===== config.mk =====
export PLATFORM = sky130hd
export DESIGN_NAME = weight_stream_ctrl_flat
export DESIGN_NICKNAME = d
export VERILOG_FILES = /design/src/rtl/weight_stream_ctrl_pkg.sv /design/src/rtl/weight_stream_ctrl_if.sv /design/src/rtl/weight_skid_buf.sv /design/src/rtl/weight_stream_ctrl.sv /design/src/flat_wrapper.sv
export SDC_FILE = /design/constraint.sdc
export NUM_CORES = 1
export LEC_CHECK = 0
export CAP_MARGIN = 10
export CORE_MARGIN = 2
export CORE_UTILIZATION = 54
export CTS_CLUSTER_SIZE = 20
export DETAILED_ROUTE_END_ITERATION = 12
export GPL_ROUTABILITY_DRIVEN = 0
export PLACE_DENSITY_LB_ADDON = 0.2
export SLEW_MARGIN = 20
export SYNTH_ARGS = -nofsm -noshare
export SYNTH_HDL_FRONTEND = slang
export SYNTH_HIERARCHICAL = 1
export SYNTH_SLANG_ARGS = --single-unit

===== constraint.sdc =====
create_clock -name ap_clk -period 3.8 [get_ports ap_clk]
set_input_delay 0.57 -clock ap_clk [delete_from_list [all_inputs] [get_ports ap_clk]]
set_output_delay 0.57 -clock ap_clk [all_outputs]
set_load 0.005 [all_outputs]

===== src/rtl/weight_stream_ctrl_pkg.sv =====
// ---------------------------------------------------------------------------
// weight_stream_ctrl_pkg
// Shared sizes and types for the weight streaming controller.
//   COEFF_WIDTH   : coefficient width in bits (default DATA_WIDTH)
//   KERN_S_SIZE   : coefficients in one kernel ROM image (default MEM_SIZE)
//   REP_WIDTH_DEF : default width of the pass-count input
//   wsc_state_e   : controller state encoding, also exported for debug
//   addr_bits()   : ROM address width for a given image depth (min 1 bit)
// ---------------------------------------------------------------------------
package weight_stream_ctrl_pkg;

  localparam int COEFF_WIDTH   = 16;
  localparam int KERN_S_SIZE   = 288;
  localparam int REP_WIDTH_DEF = 16;

  typedef enum logic [1:0] {
    ST_IDLE  = 2'd0,
    ST_RUN   = 2'd1,
    ST_DRAIN = 2'd2
  } wsc_state_e;

  // A depth of 1 still needs a 1-bit address port.
  function automatic int addr_bits(input int depth);
    return (depth > 1) ? $clog2(depth) : 1;
  endfunction

endpackage


===== src/rtl/weight_stream_ctrl_if.sv =====
// ---------------------------------------------------------------------------
// weight_stream_ctrl_if
// Groups the ROM read port and the downstream FIFO write port.
//   rom_address / rom_ce / rom_q : synchronous ROM, rom_q valid one cycle
//                                   after the cycle rom_ce is high
//   output_V_din / _write / _full_n : FIFO write side
//
// Handshake: a word transfers on a rising edge where output_V_write and
// output_V_full_n are both high. output_V_write acts as valid and
// output_V_full_n as ready; while write is held off (full_n low) the
// producer keeps output_V_din unchanged and never withdraws a pending word.
//
// Modports: master = controller side, slave = ROM + FIFO side.
// ---------------------------------------------------------------------------
interface weight_stream_ctrl_if #(
  parameter int ADDR_WIDTH = 9,
  parameter int DATA_WIDTH = 16
);

  logic [ADDR_WIDTH-1:0] rom_address;
  logic                  rom_ce;
  logic [DATA_WIDTH-1:0] rom_q;
  logic [DATA_WIDTH-1:0] output_V_din;
  logic                  output_V_full_n;
  logic                  output_V_write;

  modport master (
    output rom_address,
    output rom_ce,
    input  rom_q,
    output output_V_din,
    input  output_V_full_n,
    output output_V_write
  );

  modport slave (
    input  rom_address,
    input  rom_ce,
    output rom_q,
    input  output_V_din,
    output output_V_full_n,
    input  output_V_write
  );

endinterface


===== src/rtl/weight_skid_buf.sv =====
// ---------------------------------------------------------------------------
// weight_skid_buf
// Two-entry FIFO that catches ROM read data so reads can be issued ahead of
// downstream acceptance.
//   clk, rst : clock, asynchronous active-high reset (empties the buffer)
//   push     : write din this cycle (caller guarantees space)
//   pop      : drop the head word this cycle (caller guarantees non-empty)
//   din      : word to store
//   dout     : head word, combinational from storage, stable until popped
//   count    : occupancy 0..2
// Simultaneous push and pop leaves the occupancy unchanged.
// ---------------------------------------------------------------------------
module weight_skid_buf #(
  parameter int DATA_WIDTH = 16
) (
  input  logic                  clk,
  input  logic                  rst,
  input  logic                  push,
  input  logic                  pop,
  input  logic [DATA_WIDTH-1:0] din,
  output logic [DATA_WIDTH-1:0] dout,
  output logic [1:0]            count
);

  logic [DATA_WIDTH-1:0] mem_q [2];
  logic [DATA_WIDTH-1:0] mem_d [2];
  logic                  rd_ptr_q, rd_ptr_d;
  logic                  wr_ptr_q, wr_ptr_d;
  logic [1:0]            count_q,  count_d;

  always_comb begin
    mem_d    = mem_q;
    rd_ptr_d = rd_ptr_q;
    wr_ptr_d = wr_ptr_q;
    count_d  = count_q + {1'b0, push} - {1'b0, pop};
    if (push) begin
      mem_d[wr_ptr_q] = din;
      wr_ptr_d        = ~wr_ptr_q;
    end
    if (pop) begin
      rd_ptr_d = ~rd_ptr_q;
    end
  end

  always_ff @(posedge clk or posedge rst) begin
    if (rst) begin
      mem_q[0] <= '0;
      mem_q[1] <= '0;
      rd_ptr_q <= 1'b0;
      wr_ptr_q <= 1'b0;
      count_q  <= 2'd0;
    end else begin
      mem_q[0] <= mem_d[0];
      mem_q[1] <= mem_d[1];
      rd_ptr_q <= rd_ptr_d;
      wr_ptr_q <= wr_ptr_d;
      count_q  <= count_d;
    end
  end

  assign dout  = mem_q[rd_ptr_q];
  assign count = count_q;

endmodule


===== src/rtl/weight_stream_ctrl.sv =====
// ---------------------------------------------------------------------------
// weight_stream_ctrl
// Streams a kernel coefficient image from an external ROM into a FIFO,
// rep_count full passes per job, in strict address order.
//   ap_clk, ap_rst : clock, asynchronous active-high reset
//   start          : one-cycle job request, honoured only in IDLE
//   rep_count      : number of passes, sampled with start
//   busy           : job in progress (low again in the done cycle)
//   done           : one-cycle completion pulse
//   dbg_state      : current controller state
//   bus            : ROM read port + FIFO write port (master side)
//
// Flow: RUN issues ROM reads under a two-word credit limit; each returned
// word lands in a 2-entry skid buffer whose head drives the FIFO. DRAIN
// waits for the last read to return and the skid to empty.
// ---------------------------------------------------------------------------
module weight_stream_ctrl
  import weight_stream_ctrl_pkg::*;
#(
  parameter int MEM_SIZE   = KERN_S_SIZE,
  parameter int DATA_WIDTH = COEFF_WIDTH,
  parameter int REP_WIDTH  = REP_WIDTH_DEF
) (
  input  logic                 ap_clk,
  input  logic                 ap_rst,
  input  logic                 start,
  input  logic [REP_WIDTH-1:0] rep_count,
  output logic                 busy,
  output logic                 done,
  output wsc_state_e           dbg_state,
  weight_stream_ctrl_if.master bus
);

  localparam int             AW        = addr_bits(MEM_SIZE);
  localparam logic [AW-1:0]  LAST_ADDR = AW'(MEM_SIZE - 1);

  wsc_state_e           state_q,    state_d;
  logic [AW-1:0]        addr_q,     addr_d;
  logic [REP_WIDTH-1:0] pass_q,     pass_d;
  logic [REP_WIDTH-1:0] rep_q,      rep_d;
  logic                 inflight_q, inflight_d;
  logic                 zdone_q,    zdone_d;

  logic                  drain_done;
  logic                  rom_ce;
  logic                  skid_pop;
  logic [1:0]            skid_count;
  logic [DATA_WIDTH-1:0] skid_dout;
  logic [2:0]            occ_after;

  // The ROM returns one cycle after rom_ce, so the word is pushed into the
  // skid on the edge that ends the cycle in which inflight_q is high.
  weight_skid_buf #(
    .DATA_WIDTH (DATA_WIDTH)
  ) u_skid (
    .clk   (ap_clk),
    .rst   (ap_rst),
    .push  (inflight_q),
    .pop   (skid_pop),
    .din   (bus.rom_q),
    .dout  (skid_dout),
    .count (skid_count)
  );

  assign skid_pop = (skid_count != 2'd0) && bus.output_V_full_n;

  // Credit check. Occupancy is taken after this cycle's transfer so a word
  // leaving the skid frees its slot for a read issued in the same cycle;
  // this is what sustains one word per cycle. Skid words plus reads in
  // flight never exceed two, so a returning word always has a slot.
  always_comb begin
    occ_after = {1'b0, skid_count} - {2'b00, skid_pop};
    rom_ce    = (state_q == ST_RUN) &&
                ((occ_after + {2'b00, inflight_q}) < 3'd2);
  end

  always_comb begin
    state_d    = state_q;
    addr_d     = addr_q;
    pass_d     = pass_q;
    rep_d      = rep_q;
    zdone_d    = 1'b0;
    drain_done = 1'b0;
    case (state_q)
      ST_IDLE: begin
        if (start) begin
          if (rep_count != '0) begin
            state_d = ST_RUN;
            rep_d   = rep_count;
            addr_d  = '0;
            pass_d  = '0;
          end else begin
            // Empty job: answer with done next cycle and stay idle.
            zdone_d = 1'b1;
          end
        end
      end
      ST_RUN: begin
        if (rom_ce) begin
          if (addr_q == LAST_ADDR) begin
            addr_d = '0;
            pass_d = pass_q + REP_WIDTH'(1);
            if (pass_q == rep_q - REP_WIDTH'(1)) begin
              state_d = ST_DRAIN;
            end
          end else begin
            addr_d = addr_q + AW'(1);
          end
        end
      end
      ST_DRAIN: begin
        if (!inflight_q && (skid_count == 2'd0)) begin
          state_d    = ST_IDLE;
          drain_done = 1'b1;
        end
      end
      default: begin
        state_d = ST_IDLE;
      end
    endcase
  end

  assign inflight_d = rom_ce;

  always_ff @(posedge ap_clk or posedge ap_rst) begin
    if (ap_rst) begin
      state_q    <= ST_IDLE;
      addr_q     <= '0;
      pass_q     <= '0;
      rep_q      <= '0;
      inflight_q <= 1'b0;
      zdone_q    <= 1'b0;
    end else begin
      state_q    <= state_d;
      addr_q     <= addr_d;
      pass_q     <= pass_d;
      rep_q      <= rep_d;
      inflight_q <= inflight_d;
      zdone_q    <= zdone_d;
    end
  end

  // done and busy depend only on registered state, never on inputs.
  assign done      = zdone_q | drain_done;
  assign busy      = (state_q != ST_IDLE) && !drain_done;
  assign dbg_state = state_q;

  assign bus.rom_address    = addr_q;
  assign bus.rom_ce         = rom_ce;
  assign bus.output_V_din   = skid_dout;
  assign bus.output_V_write = skid_pop;

endmodule

===== src/flat_wrapper.sv =====
// flat-port wrapper written by rule: the top's interface ports become plain ports
module weight_stream_ctrl_flat import weight_stream_ctrl_pkg::*;
#(
  parameter int MEM_SIZE   = KERN_S_SIZE,
  parameter int DATA_WIDTH = COEFF_WIDTH,
  parameter int REP_WIDTH  = REP_WIDTH_DEF
)
  (ap_clk, ap_rst, start, rep_count, busy, done, dbg_state, bus_rom_address, bus_rom_ce, bus_rom_q, bus_output_V_din, bus_output_V_full_n, bus_output_V_write);
  weight_stream_ctrl_if #(.DATA_WIDTH(DATA_WIDTH)) bus_i ();
  input  logic ap_clk;
  input  logic ap_rst;
  input  logic start;
  input  logic [REP_WIDTH-1:0] rep_count;
  output logic busy;
  output logic done;
  output wsc_state_e dbg_state;
  output wire logic [$bits(bus_i.rom_address)-1:0] bus_rom_address;
  output wire logic [$bits(bus_i.rom_ce)-1:0] bus_rom_ce;
  input wire logic [$bits(bus_i.rom_q)-1:0] bus_rom_q;
  output wire logic [$bits(bus_i.output_V_din)-1:0] bus_output_V_din;
  input wire logic [$bits(bus_i.output_V_full_n)-1:0] bus_output_V_full_n;
  output wire logic [$bits(bus_i.output_V_write)-1:0] bus_output_V_write;
  assign bus_rom_address = bus_i.rom_address;
  assign bus_rom_ce = bus_i.rom_ce;
  assign bus_i.rom_q = bus_rom_q;
  assign bus_output_V_din = bus_i.output_V_din;
  assign bus_i.output_V_full_n = bus_output_V_full_n;
  assign bus_output_V_write = bus_i.output_V_write;
  weight_stream_ctrl #(.MEM_SIZE(MEM_SIZE), .DATA_WIDTH(DATA_WIDTH), .REP_WIDTH(REP_WIDTH)) u_core (.ap_clk(ap_clk), .ap_rst(ap_rst), .start(start), .rep_count(rep_count), .busy(busy), .done(done), .dbg_state(dbg_state), .bus(bus_i));
endmodule

* Yosys cells after proc, flatten, opt, wreduce, memory -nomap -nowiden
Cells that the tools add are included.
** Storage, ports and cells
- Register bits after elaboration :: 81
- Word-level logic and storage cells :: 82
- Output and inout port bits :: 31
- Input bits :: 36
** Operators by class
- Magnitude comparators :: 4
- $add $sub $neg :: 7
- Reduce and logical (&&, ||, !) cells :: 17
- Multiplexer cells :: 28
- Eq/ne operators :: 10
- Bitwise operators :: 5
** Operators by type and width (number)
- 16-bit 2-to-1 mux :: 8
- 9-bit 2-to-1 mux :: 4
- 32-bit bitwise mux :: 1
- 16-bit case mux with 2 select lines :: 1
- 9-bit case mux with 2 select lines :: 1
- 16-bit by 1-bit adder with 16-bit output, second input constant :: 1
- 16-bit demux with 1-bit select :: 1
- 16-bit equality test :: 1
- 16-bit nonzero test :: 1
- 16-bit by 1-bit subtractor with 16-bit output, second input constant :: 1
- 2-bit 2-to-1 mux :: 6
- 9-bit by 1-bit adder with 9-bit output, second input constant :: 1
- 9-bit equality test, second input constant :: 1
- 2-bit by 1-bit inequality test with 1-bit output, second input constant :: 3
- 2-bit inequality test, second input constant :: 3
- 2-bit case mux with 3 select lines :: 1
- 6-bit AND reduction :: 1
- 2-bit nonzero test :: 3
- 1-bit logical AND :: 5
- 1-bit 2-to-1 mux :: 5
- 5-bit AND reduction :: 1
- 2-bit >= comparator, second input constant :: 2
- 2-bit logical NOT :: 2
- 1-bit inverter with 2-bit output :: 2
- other kinds (13) :: 15

* Depth between registers and ports, before layout
Gate-level depths: netlist of the first run.
- Depth after elaboration :: 8
- Mapped depth :: 10
- Gate-level depth less buffers :: 10

* Cells and area by module
The synthesis of the first run kept the hierarchy.
** By module, submodules not included
- weight_stream_ctrl :: area each 2837.7 um^2, seq. area each 1126.1 um^2, cells an instance 334, times used 1
- weight_skid_buf :: area each 1611.5 um^2, seq. area each 900.9 um^2, cells an instance 100, times used 1

* Least setup slack after synthesis of the first run
Ideal clock, no wire load.
- Path kind :: input -> register
- From :: input bus_output_V_full_n
- To :: register u_core.pass_q[8]
- Arrival :: 2.828 ns
- Data required time :: 3.722 ns
- Library setup time :: 0.078 ns
- Buffers on the path :: 0
- Stages on the path :: 8
- Path slack :: 0.894 ns
- Cells stage by stage :: o21a_1 > ha_1 > nor2b_1 > fa_1 > nor3_1 > o2111ai_1 > or3_1 > a21oi_1
** On the way
- Word-level cells in the longest chain between the ends :: 7
** Ends and longest elaborated chain
- start: declaration :: RTL line flat_wrapper.sv:21 : input wire logic [$bits(bus_i.output_V_full_n)-1:0] bus_output_V_full_n;
- 1-bit logical AND :: RTL line weight_stream_ctrl.sv:65 : assign skid_pop = (skid_count != 2'd0) && bus.output_V_full_n;
- 2-bit by 1-bit subtractor with 3-bit output :: RTL line weight_stream_ctrl.sv:72 : occ_after = {1'b0, skid_count} - {2'b00, skid_pop};
- 3-bit by 1-bit adder with 3-bit output :: RTL line weight_stream_ctrl.sv:74 : ((occ_after + {2'b00, inflight_q}) < 3'd2);
- 3-bit by 2-bit less-than comparator with 1-bit output :: RTL line weight_stream_ctrl.sv:74
- 1-bit logical AND :: RTL line weight_stream_ctrl.sv:73 : rom_ce = (state_q == ST_RUN) &&
- 2-bit by 1-bit inequality test with 1-bit output (no line)
- 5-bit AND reduction (no line)
- end signal: assignment :: RTL line weight_stream_ctrl.sv:136 : pass_q <= pass_d;
- end: declaration :: RTL line weight_stream_ctrl.sv:39 : logic [REP_WIDTH-1:0] pass_q, pass_d;
No other way between the ends.
A chain may end at the register's enable or synchronous reset.

* Final worst setup path of the first run
- From :: input bus_output_V_full_n
- To :: output bus_rom_ce
** On the way
- Word-level cells in the longest chain between the ends :: 5
** Ends and longest elaborated chain
- 1-bit logical AND :: RTL line weight_stream_ctrl.sv:65
- 2-bit by 1-bit subtractor with 3-bit output :: RTL line weight_stream_ctrl.sv:72
- 3-bit by 1-bit adder with 3-bit output :: RTL line weight_stream_ctrl.sv:74
- 3-bit by 2-bit less-than comparator with 1-bit output :: RTL line weight_stream_ctrl.sv:74
- 1-bit logical AND :: RTL line weight_stream_ctrl.sv:73
- end: declaration :: RTL line flat_wrapper.sv:18 : output wire logic [$bits(bus_i.rom_ce)-1:0] bus_rom_ce;
No other way between the ends.

==> run metrics, run 1 <==
Lkg Pwr 2.25 nW; CTS Buf Count 9; worst-case clock skew 11.7 ps; status complete, no violations; vias in the first global route 3294; top_reg_cell synth dfrtp_1; latest clock arrival within the worst-skew pair 350 ps; Initial Util 55.0%; CP Launch Type input port; CORE AREA 8090 um^2; area delta synth->final 19.6%; Slew Limit Fails 0; fmax 0.291 GHz; Synth Area in Simple Gates 18.6%; pin count of the biggest net entering global routing 31; Vias/cell 5.76; H-Tree Level Count 3; post-synth cell types 59; Seq/Total Area, Yosys 45.6%; endpoints failing setup 0; Compound-Gate Fraction of Synth Area 10.4%; Die Width 94.8 um; clock sink count 81; gate count of the mapped netlist 434; Routed wire per std cell 16.0 um; initial DRC count 188; Die Y 94.8 um; GRT Util Overall 22.2%; DP Wirelength 6950 um; mux cell area share after synthesis 13.2%; XOR/XNOR Fraction of Synth Area 5.12%; Root Buffer Master clkbuf_8; Resize count post-CTS 0; unrepaired setup endpoints after global routing false; initial antenna violation count 0; Residual DRC 0; Post-CTS Setup Repair Bufs 0; first-pass GRT wire length 15500 um; syn avg cell area 10.3 um^2; CTS tree done; Async SR Flop Fraction 100%; worst setup margin 359 ps; yosys warns 6; pre-CTS setup slack 300 ps; total routed wirelength 9700 um; Worst Path Class, Setup input port to output port; Post-Synthesis Cell Area 4450 um^2; post-route ant nets 0; Post-CTS Hold Buffers 0; Post-Synth Adder-Cell Area 2.14%; CTS max path bufs 2; IO buf count 66; Mapped Nets 477; TNS Setup 0 ps; critical path data required time 3230 ps; fin crit share 90.5%; Critical Path End Type output port; peak supply drop 0.000345 V; Boundary Pins 67; drt pass-1 iters 6; Final #Nets 539; worst-path maximum fanout 4; final hold violation count 0; largest family of logic cells by synthesized area simple AND/OR/NAND/NOR gates; pin slew with the least headroom to its limit 1030 ps; placement row count 33; Seq cells post-synth 81; vias 3489; Hold Path Class flip-flop to flip-flop; Max Cap Viol 0; DIE AREA 8980 um^2; share of cells above drive strength 1 16.8%; Slew HR 31.0%; Post-synth EDFFs 0; Worst Path Arrival 2870 ps; fin crit period 3440 ps; diodes inserted 0; Clock Pin Slew Worst Setup and Hold Paths 90 ps; cell area power density 607 nW/um^2; GR Overflow Total 0
==> critical path, cell delays in order <==
cell and delay, ps:
clkdlybuf4s50_1 460, o21a_1 210, ha_1 260, nor2b_1 140
fa_1 450, nor3_1 250, clkdlybuf4s50_1 540
==> final timing paths <==
check / startpoint / slack (ps) / endpoint / cells past startpoint
worst min-delay path: u_core/u_skid/mem_q[1]$_DFFE_PP0P_ / 510 / u_core/u_skid/mem_q[1]$_DFFE_PP0P_ / 1
worst max-delay path: bus_output_V_full_n / 360 / bus_rom_ce / 7
max in group asynchronous: ap_rst / 2500 / u_core/pass_q[8]$_DFFE_PP0P_ / 3
min in group asynchronous: ap_rst / 520 / u_core/u_skid/mem_q[29]$_DFFE_PP0P_ / 2
worst max register to register: u_core/u_skid/count[1]$_DFF_PP0_ / 790 / u_core/pass_q[15]$_DFFE_PP0P_ / 10
worst min register to register: u_core/u_skid/mem_q[1]$_DFFE_PP0P_ / 510 / u_core/u_skid/mem_q[1]$_DFFE_PP0P_ / 1
==> flip-flops by register name, summed over array words and instances (netlist names) <==
signal	flops
u_core/zdone_q	1
u_core/u_skid/count	2
u_core/bus.rom_address	9
u_core/u_skid/mem_q	32
u_core/inflight_q	1
u_core/pass_q	16
u_core/rep_q	16
u_core/u_skid/wr_ptr_q	1
u_core/u_skid/rd_ptr_q	1
u_core/dbg_state	2
==> final cells by class <==
cell class / instances / area, um^2
sequential: 81 / 2030
timing repair buffer: 72 / 706
clock inverter: 6 / 51.3
fill: 674 / 2770
tap: 105 / 131
multi-input combinational: 314 / 2200
inverter: 18 / 67.6
clock buffer: 10 / 138
==> Yosys cell counts (2+ instances only) <==
library cell  instances  area (um^2)
nand2_1              54          203
and2_1                3         18.8
nor2_1               22         82.6
nor4_1               13         81.3
a21o_1                3         22.5
mux2_4               10          150
and3_1                5         31.3
and4_1                2         17.5
buf_2                 4         20.0
dfrtp_1              81         2030
mux2_2               39          439
a211oi_1              3         22.5
o31ai_1               4         30.0
a31oi_1               4         25.0
inv_1                17         63.8
nand4_1               5         31.3
or4_4                 2         22.5
buf_6                 4         45.0
ha_1                  6         75.1
nand2b_1              7         43.8
o21a_1                2         15.0
xnor2_1              19          166
a311oi_1              2         17.5
xor2_1                7         61.3
nor3b_1               2         15.0
o2111ai_1             2         17.5
a41oi_1               2         17.5
nand3_1               8         40.0
a21oi_1              10         50.1
a31o_2                3         26.3
or3_1                 8         50.1
nor3_1               18         90.1
nor2b_1               3         18.8
or2_2                 2         12.5
nor4b_1               3         26.3
buf_4                 3         22.5
clkbuf_1              6         22.5
o21ai_0              25          125
==> stage by stage <==
step / hold WS (ps) / total power [mW] / util [%] / cell area (um^2) / cells
detailed placement: 490 / 2.66 / 63.4 / 5130 / 590
global route: 526 / 3.43 / 65.8 / 5320 / 606
global placement: 481 / 2.61 / 63.4 / 5130 / 590
floorplan: 467 / 2.09 / - / 4450 / 434
CTS: 512 / 3.26 / 65.8 / 5320 / 606
finish: 509 / 3.23 / 65.8 / 5320 / 606
==> cell usage in the layout (no fill, tap or decap), types with 3 or more instances in the layout <==
master | Yosys | routed
a211oi_1 | 3 | 3
a21o_1 | 3 | 3
a21oi_1 | 10 | 10
a31o_2 | 3 | 3
a31oi_1 | 4 | 4
and2_1 | 3 | 3
and3_1 | 5 | 5
buf_4 | 3 | 6
clkbuf_8 | 1 | 10
clkdlybuf4s50_1 | 0 | 66
clkinv_4 | 0 | 4
dfrtp_1 | 81 | 81
ha_1 | 6 | 6
inv_1 | 17 | 16
mux2_2 | 39 | 39
mux2_4 | 10 | 10
nand2_1 | 54 | 54
nand2b_1 | 7 | 7
nand3_1 | 8 | 8
nand4_1 | 5 | 5
nor2_1 | 22 | 22
nor2b_1 | 3 | 3
nor3_1 | 18 | 18
nor4_1 | 13 | 13
nor4b_1 | 3 | 3
o21ai_0 | 25 | 25
o31ai_1 | 4 | 4
or3_1 | 8 | 8
xnor2_1 | 19 | 19
xor2_1 | 7 | 7
==> report_power, final <==
part / switching, mW / internal (mW) / leakage, nW / total, mW
sequential: 0.199 / 1.11 / 1.00 / 1.30
clock: 0.329 / 0.262 / 0.0931 / 0.591
combinational: 0.493 / 0.841 / 1.15 / 1.33
total: 1.02 / 2.21 / 2.25 / 3.23
==> metal layers <==
layer	track usage (%)	wire length, um
met1	30.1	4490
met5	0	0
met3	3.67	453
met4	9.42	181
met2	35.2	4580
==> cell families (layout without fill, tap and decap cells) <==
family,after synthesis,count (layout)
AND/OR/NAND/NOR,162,162
flip-flops,81,81
AO/OA/AOI/OAI,70,70
multiplexers,49,49
buffers and inverters,39,106
XOR/XNOR,26,26
adder cells (fa/ha/maj),7,7
(Power assumes the default switching activity.)
==> run 2, diff against run 1 <==
--- a/config.mk
+++ b/config.mk
@@ -7,11 +7,12 @@
 export LEC_CHECK = 0
 export CAP_MARGIN = 10
 export CORE_MARGIN = 2
-export CORE_UTILIZATION = 54
-export CTS_CLUSTER_SIZE = 20
+export CORE_UTILIZATION = 59
+export CTS_CLUSTER_SIZE = 10
 export DETAILED_ROUTE_END_ITERATION = 12
 export GPL_ROUTABILITY_DRIVEN = 0
 export PLACE_DENSITY_LB_ADDON = 0.2
+export REMOVE_ABC_BUFFERS = 1
 export SLEW_MARGIN = 20
 export SYNTH_ARGS = -nofsm -noshare
 export SYNTH_HDL_FRONTEND = slang
==> constraint.sdc (replaced) <==
create_clock -name ap_clk -period 4.41 [get_ports ap_clk]
set_input_delay 0.6615 -clock ap_clk [delete_from_list [all_inputs] [get_ports ap_clk]]
set_output_delay 0.6615 -clock ap_clk [all_outputs]
set_load 0.005 [all_outputs]
==> run 2 against run 1 <==
- flip-flop and latch count is the same
- via count grew 0.80%
- cell count shrank 1.7%
- non-clock buffer count shrank 3
- routed wire length grew 7.0%
- critical path depth is the same
- die area shrank 8.1%
- clock skew shrank 3.2 ps
- power shrank 11%
- critical path type unchanged
==> run metrics, run 2 (synthesized netlist as in run 1, its figures left out) <==
status complete, no violations (unchanged); total routed wirelength 10400 um (was 9700 um); diodes inserted 0 (unchanged); Hold Path Depth 2 (was 1); Buf/Inv on CP 2 (unchanged); GR Overflow Total 0 (unchanged); fmax 0.271 GHz; Seq pwr share 39.5% (was 40.4%); unrepaired setup endpoints after global routing false (unchanged); post-route ant nets 0 (unchanged); area delta synth->final 19.6% (about the same); worst-case clock skew 8.47 ps (was 11.7 ps); Slew Limit Fails 0 (unchanged); critical path data required time 3750 ps (was 3230 ps); Hold Path Class flip-flop to flip-flop (unchanged); pin count of the biggest net entering global routing 46 (was 31); Die Width 90.8 um (was 94.8 um); IO buf count 66 (unchanged); Worst path top cell family by delay buffers and inverters (unchanged); Power Total 2.86 mW (was 3.23 mW); latest clock arrival within the worst-skew pair 350 ps (about the same); pin slew with the least headroom to its limit 1030 ps (about the same); Post-CTS Hold Buffers 0 (unchanged); hold path startpoint u_core/rep_q[15]$_DFFE_PP0P_ (was u_core/u_skid/mem_q[1]$_DFFE_PP0P_); CTS max path bufs 2 (unchanged); Resize count post-CTS 0 (unchanged); first-pass GRT wire length 17400 um (was 15500 um); DIE AREA 8250 um^2 (was 8980 um^2); Routed wire per std cell 17.4 um (was 16.0 um); clock sink count 81 (unchanged); slowest stage cell, crit path clkdlybuf4s50_1 (unchanged); switching pwr 0.890 mW (was 1.02 mW); Slew HR 31.6% (was 31.0%); Clock Pin Slew Worst Setup and Hold Paths 80 ps (was 90 ps); Comb power frac 39.8% (was 41.3%); most frequent cells in the layout dfrtp_1, clkdlybuf4s50_1, nand2_1 (unchanged); Core Util, Final 73.0% (was 65.8%); biggest regs u_core/u_skid/mem_q (32), u_core/pass_q (16), u_core/rep_q (16) (unchanged); TNS Setup 0 ps (unchanged); CP Cell Sequence clkdlybuf4s50_1 > o21a_1 > ha_1 > nor2b_1 > fa_1 > nor3_1 > clkdlybuf4s50_1 (unchanged); DP Wirelength 7350 um (was 6950 um); Root Buffer Master clkbuf_8 (unchanged); FF-to-FF path depth 8 (was 10); Vias/cell 5.90 (was 5.76); placed inst area 5100 um^2 (was 5130 um^2); CTS Buf Count 9 (unchanged); Boundary Pins 67 (unchanged); max reg flops 32 (unchanged); critical path's largest stage delay 580 ps (was 540 ps); initial antenna violation count 0 (unchanged); Initial Util 61.0% (was 55.0%); fin cells 596 (was 606); Final #Nets 536 (was 539); Pint 1.97 mW (was 2.21 mW); peak supply drop 0.000242 V (was 0.000345 V); drt pass-1 iters 5 (was 6); final hold violation count 0 (unchanged); largest register by flop count u_core/u_skid/mem_q (unchanged); vias in the first global route 3504 (was 3294); GRT Util Overall 26.5% (was 22.2%); pre-CTS setup slack 537 ps (was 300 ps); most common cell after layout, fill and taps aside dfrtp_1 (unchanged); r2r setup slk 1110 ps (was 790 ps); Die Y 90.8 um (was 94.8 um); Worst Path Arrival 3020 ps (was 2870 ps); placement row count 31 (was 33); post-route cell area 5320 um^2 (about the same); Max Cap Viol 0 (unchanged); Clock Power Share 20.7% (was 18.3%); H-Tree Level Count 3 (unchanged); Lkg Pwr 2.24 nW (was 2.25 nW); worst setup margin 725 ps (was 359 ps); worst-path maximum fanout 4 (unchanged); share of cells above drive strength 1 16.1% (was 16.8%); vias 3517 (was 3489); fin crit period 3680 ps; final hold slack 500 ps (was 509 ps); Worst R2R End u_core/bus.rom_address[7]$_DFFE_PP0P_ (was u_core/pass_q[15]$_DFFE_PP0P_); endpoints failing setup 0 (unchanged); Post-CTS Setup Repair Bufs 0 (unchanged); CORE AREA 7290 um^2 (was 8090 um^2); hold-critical path endpoint u_core/rep_q[15]$_DFFE_PP0P_ (was u_core/u_skid/mem_q[1]$_DFFE_PP0P_); Worst Path Class, Setup input port to output port (unchanged); CP Launch Type input port (unchanged); Residual DRC 0 (unchanged); Critical Path End Type output port (unchanged); CTS tree done (unchanged); worst reg2reg path startpoint u_core/u_skid/count[1]$_DFF_PP0_ (unchanged); initial DRC count 213 (was 188); sw frac 31.1% (was 31.6%); cell mode on critical path clkdlybuf4s50_1 (unchanged); Placed Cells 581 (was 590); fin crit share 83.5%; cell area power density 537 nW/um^2 (was 607 nW/um^2)
[run 2: final cells by class]
type / instances / area [um^2]
Clock buffer: 9 / 124
Fill cell: 550 / 1970
Timing Repair Buffer: 69 / 683
Sequential cell: 81 / 2030
Clock inverter: 6 / 92.6
Inverter: 18 / 67.6
Multi-Input combinational cell: 314 / 2200
Tap cell: 99 / 124
[run 2: tightest hold or removal path, cell delays in order, from the launching register on]
cell and delay, ps:
dfrtp_1 360, nand2_1 50, nand2_1 60
[run 2: power by group through the flow]
stage | Clock [mW] | Sequential (mW) | Combinational, mW
after CTS | 0.603 | 1.13 | 1.15
after global routing | 0.638 | 1.16 | 1.23
after detailed placement | 0 | 1.14 | 1.13
final | 0.592 | 1.13 | 1.14
after global placement | 0 | 1.12 | 1.09
after floorplan | 0 | 1.09 | 0.667
[run 2: worst max path at each step]
stage | startpoint | end | slack, ps | cells past startpoint
after floorplan | bus_output_V_full_n | u_core/pass_q[12]$_DFFE_PP0P_ | 1400 | 8
after global placement | bus_output_V_full_n | u_core/bus.rom_address[7]$_DFFE_PP0P_ | 710 | 9
after detailed placement | bus_output_V_full_n | u_core/bus.rom_address[7]$_DFFE_PP0P_ | 540 | 9
after CTS | bus_output_V_full_n | bus_rom_ce | 700 | 7
after global routing | bus_output_V_full_n | bus_rom_ce | 670 | 7
final | bus_output_V_full_n | bus_rom_ce | 730 | 7
[run 2: metal layers]
layer / global-route usage [%] / wire [um] / vias up
met5: 0 / 0 / -
met4: 11.0 / 259 / 0
met3: 3.92 / 454 / 23
met2: 44.0 / 5070 / 119
met1: 35.0 / 4600 / 1704
li1: - / - / 1671
